$ cat src/rtl/vlsu_pkg.sv
// vlsu_pkg: shared lane write-back types (ids, VRF address, beat bundle, FSM states).
// LANE_DLEN is the lane datapath width used by the beat bundle.
package vlsu_pkg;

  localparam int LANE_DLEN = 64;
  localparam int LANE_NBE  = LANE_DLEN / 4;

  typedef logic [2:0] vid_t;
  typedef logic [4:0] vaddr_set_t;
  typedef logic [2:0] vaddr_off_t;

  typedef struct packed {
    vid_t                  reqId;
    vaddr_set_t            set;
    vaddr_off_t            off;
    logic [LANE_DLEN-1:0]  data;
    logic [LANE_NBE-1:0]   nbe;
  } lane_wb_beat_t;

  typedef enum logic [1:0] {
    IDLE,
    ACTIVE,
    DONE
  } lane_wb_state_e;

endpackage

$ cat src/rtl/QueueFlow.sv
// QueueFlow: registered-occupancy FIFO, push ignored when full, pop ignored when empty.
// Ports: clk_i, rst_ni, push_i/data_i, pop_i, data_o (head), usage_o (entry count).
module QueueFlow #(
  parameter type T     = logic,
  parameter int  Depth = 4,
  localparam int CW    = $clog2(Depth + 1)
) (
  input  logic          clk_i,
  input  logic          rst_ni,
  input  logic          push_i,
  input  T              data_i,
  input  logic          pop_i,
  output T              data_o,
  output logic [CW-1:0] usage_o
);

  localparam int AW = (Depth > 1) ? $clog2(Depth) : 1;

  T               mem [Depth];
  logic [AW-1:0]  wr_ptr;
  logic [AW-1:0]  rd_ptr;
  logic [CW-1:0]  usage;
  logic           do_push;
  logic           do_pop;

  assign do_push = push_i && (usage != CW'(Depth));
  assign do_pop  = pop_i && (usage != '0);

  always_ff @(posedge clk_i or negedge rst_ni) begin
    if (!rst_ni) begin
      wr_ptr <= '0;
      rd_ptr <= '0;
      usage  <= '0;
    end else begin
      if (do_push) wr_ptr <= wr_ptr + AW'(1);
      if (do_pop)  rd_ptr <= rd_ptr + AW'(1);
      usage <= usage + CW'(do_push) - CW'(do_pop);
    end
  end

  always_ff @(posedge clk_i) begin
    if (do_push) mem[wr_ptr] <= data_i;
  end

  assign data_o  = mem[rd_ptr];
  assign usage_o = usage;

endmodule

$ cat src/rtl/lane_ld_wb_buffer.sv
// lane_ld_wb_buffer: buffers VLSU load beats, drains them to the lane VRF port, pulses per-id done.
// Ports: ld_* beat in, exp_* beat budget in, vrf_* write out, done_* pulse, err_o; LANE_WB_BYPASS_EN adds 0-cycle path.
module lane_ld_wb_buffer
  import vlsu_pkg::*;
#(
  parameter int  DLEN     = LANE_DLEN,
  parameter int  Depth    = 4,
  parameter int  ExpDepth = 2,
  parameter int  MaxBeats = 256,
  localparam int BW       = $clog2(MaxBeats + 1)
) (
  input  logic              clk_i,
  input  logic              rst_ni,
  input  logic              ld_valid_i,
  output logic              ld_ready_o,
  input  vid_t              ld_reqId_i,
  input  vaddr_set_t        ld_vaddr_set_i,
  input  vaddr_off_t        ld_vaddr_off_i,
  input  logic [DLEN-1:0]   ld_data_i,
  input  logic [DLEN/4-1:0] ld_nbe_i,
  input  logic              exp_valid_i,
  output logic              exp_ready_o,
  input  vid_t              exp_reqId_i,
  input  logic [BW-1:0]     exp_beats_i,
  output logic              vrf_req_o,
  input  logic              vrf_gnt_i,
  output vaddr_set_t        vrf_set_o,
  output vaddr_off_t        vrf_off_o,
  output logic [DLEN-1:0]   vrf_wdata_o,
  output logic [DLEN/4-1:0] vrf_wnbe_o,
  output logic              done_valid_o,
  output vid_t              done_reqId_o,
  output logic              err_o
);

  typedef struct packed {
    vid_t          id;
    logic [BW-1:0] beats;
  } budget_t;

  localparam int BCW = $clog2(Depth + 1);
  localparam int ECW = $clog2(ExpDepth + 1);

  lane_wb_beat_t  in_beat;
  lane_wb_beat_t  head;
  lane_wb_beat_t  out_beat;
  budget_t        in_bud;
  budget_t        bud;
  logic [BCW-1:0] b_use;
  logic [ECW-1:0] e_use;
  logic           b_empty;
  logic           b_push;
  logic           b_pop;
  logic           e_empty;
  logic           e_push;
  logic           e_pop;
  logic           drain;
  logic           byp;
  logic           byp_commit;
  logic           commit;
  vid_t           commit_id;
  lane_wb_state_e state;
  lane_wb_state_e state_n;
  logic [BW-1:0]  cnt;
  logic [BW-1:0]  cnt_n;

  assign in_beat = '{
    reqId: ld_reqId_i,
    set:   ld_vaddr_set_i,
    off:   ld_vaddr_off_i,
    data:  ld_data_i,
    nbe:   ld_nbe_i
  };
  assign in_bud = '{id: exp_reqId_i, beats: exp_beats_i};

  QueueFlow #(
    .T     (lane_wb_beat_t),
    .Depth (Depth)
  ) u_beat_q (
    .clk_i   (clk_i),
    .rst_ni  (rst_ni),
    .push_i  (b_push),
    .data_i  (in_beat),
    .pop_i   (b_pop),
    .data_o  (head),
    .usage_o (b_use)
  );

  QueueFlow #(
    .T     (budget_t),
    .Depth (ExpDepth)
  ) u_bud_q (
    .clk_i   (clk_i),
    .rst_ni  (rst_ni),
    .push_i  (e_push),
    .data_i  (in_bud),
    .pop_i   (e_pop),
    .data_o  (bud),
    .usage_o (e_use)
  );

  // Ready flags depend only on stored occupancy, never on a same-cycle pop.
  assign ld_ready_o  = (b_use != BCW'(Depth));
  assign exp_ready_o = (e_use != ECW'(ExpDepth));
  assign b_empty     = (b_use == '0);
  assign e_empty     = (e_use == '0);
  assign e_push      = exp_valid_i && exp_ready_o;

  // The budget head is the active instruction; it only pops in DONE.
  assign drain = (state == ACTIVE) && (cnt != bud.beats);

`ifdef LANE_WB_BYPASS_EN
  assign byp      = drain && b_empty && ld_valid_i && (ld_nbe_i != '0);
  assign out_beat = byp ? in_beat : head;
`else
  assign byp      = 1'b0;
  assign out_beat = head;
`endif

  assign byp_commit = byp && vrf_gnt_i;
  assign b_pop      = drain && !b_empty && ((head.nbe == '0) || vrf_gnt_i);
  assign commit     = b_pop || byp_commit;
  assign commit_id  = out_beat.reqId;
  assign b_push     = ld_valid_i && ld_ready_o && !byp_commit;

  assign vrf_req_o   = (drain && !b_empty && (head.nbe != '0)) || byp;
  assign vrf_set_o   = out_beat.set;
  assign vrf_off_o   = out_beat.off;
  assign vrf_wdata_o = out_beat.data;
  assign vrf_wnbe_o  = out_beat.nbe;

  always_comb begin
    state_n = state;
    cnt_n   = cnt;
    e_pop   = 1'b0;
    unique case (state)
      IDLE: begin
        if (!e_empty) begin
          state_n = ACTIVE;
          cnt_n   = '0;
        end
      end
      ACTIVE: begin
        if (commit) cnt_n = cnt + BW'(1);
        if (cnt + BW'(commit) == bud.beats) state_n = DONE;
      end
      DONE: begin
        e_pop   = 1'b1;
        cnt_n   = '0;
        state_n = (e_use > ECW'(1)) ? ACTIVE : IDLE;
      end
      default: state_n = IDLE;
    endcase
  end

  always_ff @(posedge clk_i or negedge rst_ni) begin
    if (!rst_ni) begin
      state        <= IDLE;
      cnt          <= '0;
      done_valid_o <= 1'b0;
      done_reqId_o <= '0;
      err_o        <= 1'b0;
    end else begin
      state        <= state_n;
      cnt          <= cnt_n;
      done_valid_o <= (state_n == DONE);
      if (state_n == DONE) done_reqId_o <= bud.id;
      if (commit && (commit_id != bud.id)) err_o <= 1'b1;
    end
  end

endmodule

$ cat config.mk
export PLATFORM = sky130hd
export DESIGN_NAME = lane_ld_wb_buffer
export DESIGN_NICKNAME = d
export VERILOG_FILES = /design/src/rtl/vlsu_pkg.sv /design/src/rtl/QueueFlow.sv /design/src/rtl/lane_ld_wb_buffer.sv
export SDC_FILE = /design/constraint.sdc
export NUM_CORES = 1
export LEC_CHECK = 0
export ABC_AREA = 1
export CAP_MARGIN = 20
export CORE_MARGIN = 3
export CORE_UTILIZATION = 50
export DETAILED_ROUTE_END_ITERATION = 12
export PLACE_DENSITY = 0.73
export SKIP_CTS_REPAIR_TIMING = 1
export SLEW_MARGIN = 5
export SYNTH_ARGS = -nofsm -noshare
export SYNTH_HDL_FRONTEND = slang
export SYNTH_SLANG_ARGS = --single-unit
$ cat constraint.sdc
create_clock -name clk_i -period 5.3 [get_ports clk_i]
set_input_delay 1.06 -clock clk_i [delete_from_list [all_inputs] [get_ports clk_i]]
set_output_delay 1.06 -clock clk_i [all_outputs]
set_load 0.005 [all_outputs]
==> results_dict.tcl <==
set metrics [dict create \
    layout-drive-gt1-share 0.05567 \
    use_met3 0.06387 \
    skew_ps 15.99 \
    dieArea_um2 34800 \
    endpoint "vrf_wdata_o[3]" \
    gp_congestion 0.8524 \
    cp-start-kind "flip-flop" \
    cts_tree "done" \
    fin_crit_sh 0.8445 \
    fin_crit_ps 4476 \
    clk_transition_reported_paths_ps 60 \
    final_util 0.6286 \
    grt_pass1_wl_um 56370 \
    grt_max_degree 140 \
    crit_arrival_ps 3420 \
    synth.most_common_cell "edfxtp_1" \
    ios 204 \
    synth_ff_type "edfxtp_1" \
    port_buffers 203 \
    ys_seq_area_frac 0.7563 \
    vias_per_cell 5.341 \
    drtAntennaViolNets 0 \
    yosysWarnings 0 \
    startpoint "u_beat_q.rd_ptr[1]" \
    outcome "finished, final reports clean" \
    rr_worst_depth 19 \
    antenna_found_initial 2 \
    tns_ps 0 \
    insertion_delay_ps 530 \
    die_w_um 186.6 \
    drc 0 \
    setup_violations 0 \
    synth_top_cell_area_share 0.7148 \
    path_class "flip-flop to primary output" \
    max_freq_mhz 223.4 \
    area_growth_pct 22.94 \
    wl_per_cell_um 18.52 \
    netlist_top_cells_count "388 x edfxtp_1, 207 x nand2_1, 180 x nor2_1" \
    cp-end-kind "primary output" \
    slew_viol_final 0 \
    leakage_nw 7.122 \
    synth_edf_count 388 \
    wirelength_um 35710 \
    drv_cap 0 \
    fp-row-count 65 \
    max-slew-margin-rel 0.3317 \
    ctsHtreeMaxLevel 2 \
    initial_core_util 0.5113 \
    top_usage_layer "met2" \
    cp_max_fo 55 \
    powerDensity_nw_per_um2 555.6 \
    cts_sinks 415 \
    synth-seq-cells 415 \
    syn_area_um2 16300 \
    dpl.hpwl_um 20710 \
    vdd_drop_max_mv 0.4059 \
    tightest_slew_ps 1000 \
    root_buffer "clkbuf_16" \
    grt_usage 0.2027 \
    syn_avg_cell_area_um2 12.91 \
    r2r_end "done_reqId_o[2]" \
    die_y_um 186.6 \
    required_ps 4240 \
    overflow 0 \
    clk_path_buf_depth 3 \
    rr_startpoint "u_beat_q.rd_ptr[1]" \
    synth-async-reset-ratio 0.06506 \
    yosys-top-cells-area "edfxtp_1 71%, nand2_1 4.8%, o21ai_0 4.6%" \
    hold_class "flip-flop to flip-flop" \
    synth_cells 1263 \
    rsz0062_at_grt "false" \
    use_met1 0.2608 \
    hold_violations 0 \
    drtIter0Drc 710 \
    num_vias 10300 \
    post_synth_num_cell_types 29 \
    grt_pass1_vias 10580 \
    use_met2 0.3322 \
    rrSetupSlack_ps 1420 \
    nets 1581 \
    synth.largest_area_cell "edfxtp_1" \
    core_um2 31880 \
    drt_first_pass_iters 4 \
    numCtsBuffers 42 \
    syn-num-nets 1383 \
]
## metal layers
metal  up-vias  share of wire
met1      4993           0.42
met2       346           0.47
met4         2          0.022
li1       4898              -
met5         -        0.00031
met3        58          0.088
## power by group
group	total [W]	switching [W]	leakage [nW]	internal [W]
sequential	0.00460	0.000282	3.89	0.00432
clock	0.00269	0.00114	0.609	0.00155
combinational	0.00384	0.00220	2.62	0.00164
total	0.0111	0.00362	7.12	0.00751
## through the flow
stage | setup slack (ps) | total power [W] | hold WS (ps) | instances | cell area (um^2)
floorplan | -233.0 | 0.006649 | 458.3 | 1263 | 16300
global placement | 1418 | 0.008453 | 475.6 | 1850 | 18760
detailed placement | 1289 | 0.008533 | 480.0 | 1851 | 18770
CTS | 772.7 | 0.01126 | 493.6 | 1925 | 20020
global route | 618.0 | 0.01182 | 513.7 | 1927 | 20040
finish | 823.9 | 0.01113 | 493.4 | 1928 | 20040
## placed cells by master (no fill, tap or decap), drive strengths merged
cell	synthesis	layout
nand4	8	8
nand2	209	209
xor2	12	12
clkbuf	41	60
inv	57	59
dfrtp	27	27
diode	0	2
o21bai	1	1
xnor2	12	12
a21oi	1	1
o22ai	72	72
buf	24	16
or2	1	1
nor3	4	4
bufinv	0	1
nand3b	3	3
clkinv	1	12
nor2	182	182
fa	1	1
clkdlybuf4s50	0	203
ha	11	11
nand3	56	56
o21ai	152	152
edfxtp	388	388
## how the worst min path moves through the flow
| stage | endpoint | depth (start not counted) | startpoint |
|---|---|---|---|
| final | done_reqId_o[0] | 2 | done_reqId_o[0] |
| after global routing | done_reqId_o[0] | 2 | done_reqId_o[0] |
| after CTS | done_reqId_o[0] | 2 | done_reqId_o[0] |
| after floorplan | state[0] | 1 | state[0] |
| after global placement | done_reqId_o[0] | 2 | done_reqId_o[0] |
| after detailed placement | done_reqId_o[0] | 2 | done_reqId_o[0] |
## worst max-delay path: stages, from the launching register on
cell	delay, ps
dfrtp_2	600
inv_2	630
buf_4	590
o21ai_0	210
o22ai_1	190
clkdlybuf4s50_1	620
## cell families (layout without fill, tap and decap cells)
kind of cell | Yosys count | count (layout) | synth area share
AOI/OAI and AO/OA | 226 | 226 | 0.07554
xor gates and xnor gates | 24 | 24 | 0.01290
adders and majority gates | 12 | 12 | 0.009672
buffers and inverters | 123 | 351 | 0.03170
DFF | 415 | 415 | 0.7563
other | 0 | 2 | 0
and+or+nand+nor | 463 | 463 | 0.1139
## area by class of cell
type / count / area, um^2
well taps: 435 / 544.3
repair buffers: 219 / 2197
clock buffers: 60 / 1139
flip-flops and latches: 415 / 12330
inverters: 58 / 220.2
diodes: 2 / 5.005
fillers: 2420 / 11840
multi-input cells: 725 / 3486
clock inverters: 14 / 116.4
## registers in the layout (all words and copies together) (netlist names), 2 cells and up
name	flops
cnt	9
done_reqId_o	3
state	2
u_beat_q.mem	364
u_beat_q.rd_ptr	2
u_beat_q.usage_o	3
u_beat_q.wr_ptr	2
u_bud_q.mem	24
u_bud_q.usage_o	2
(Power assumes the default switching activity.)
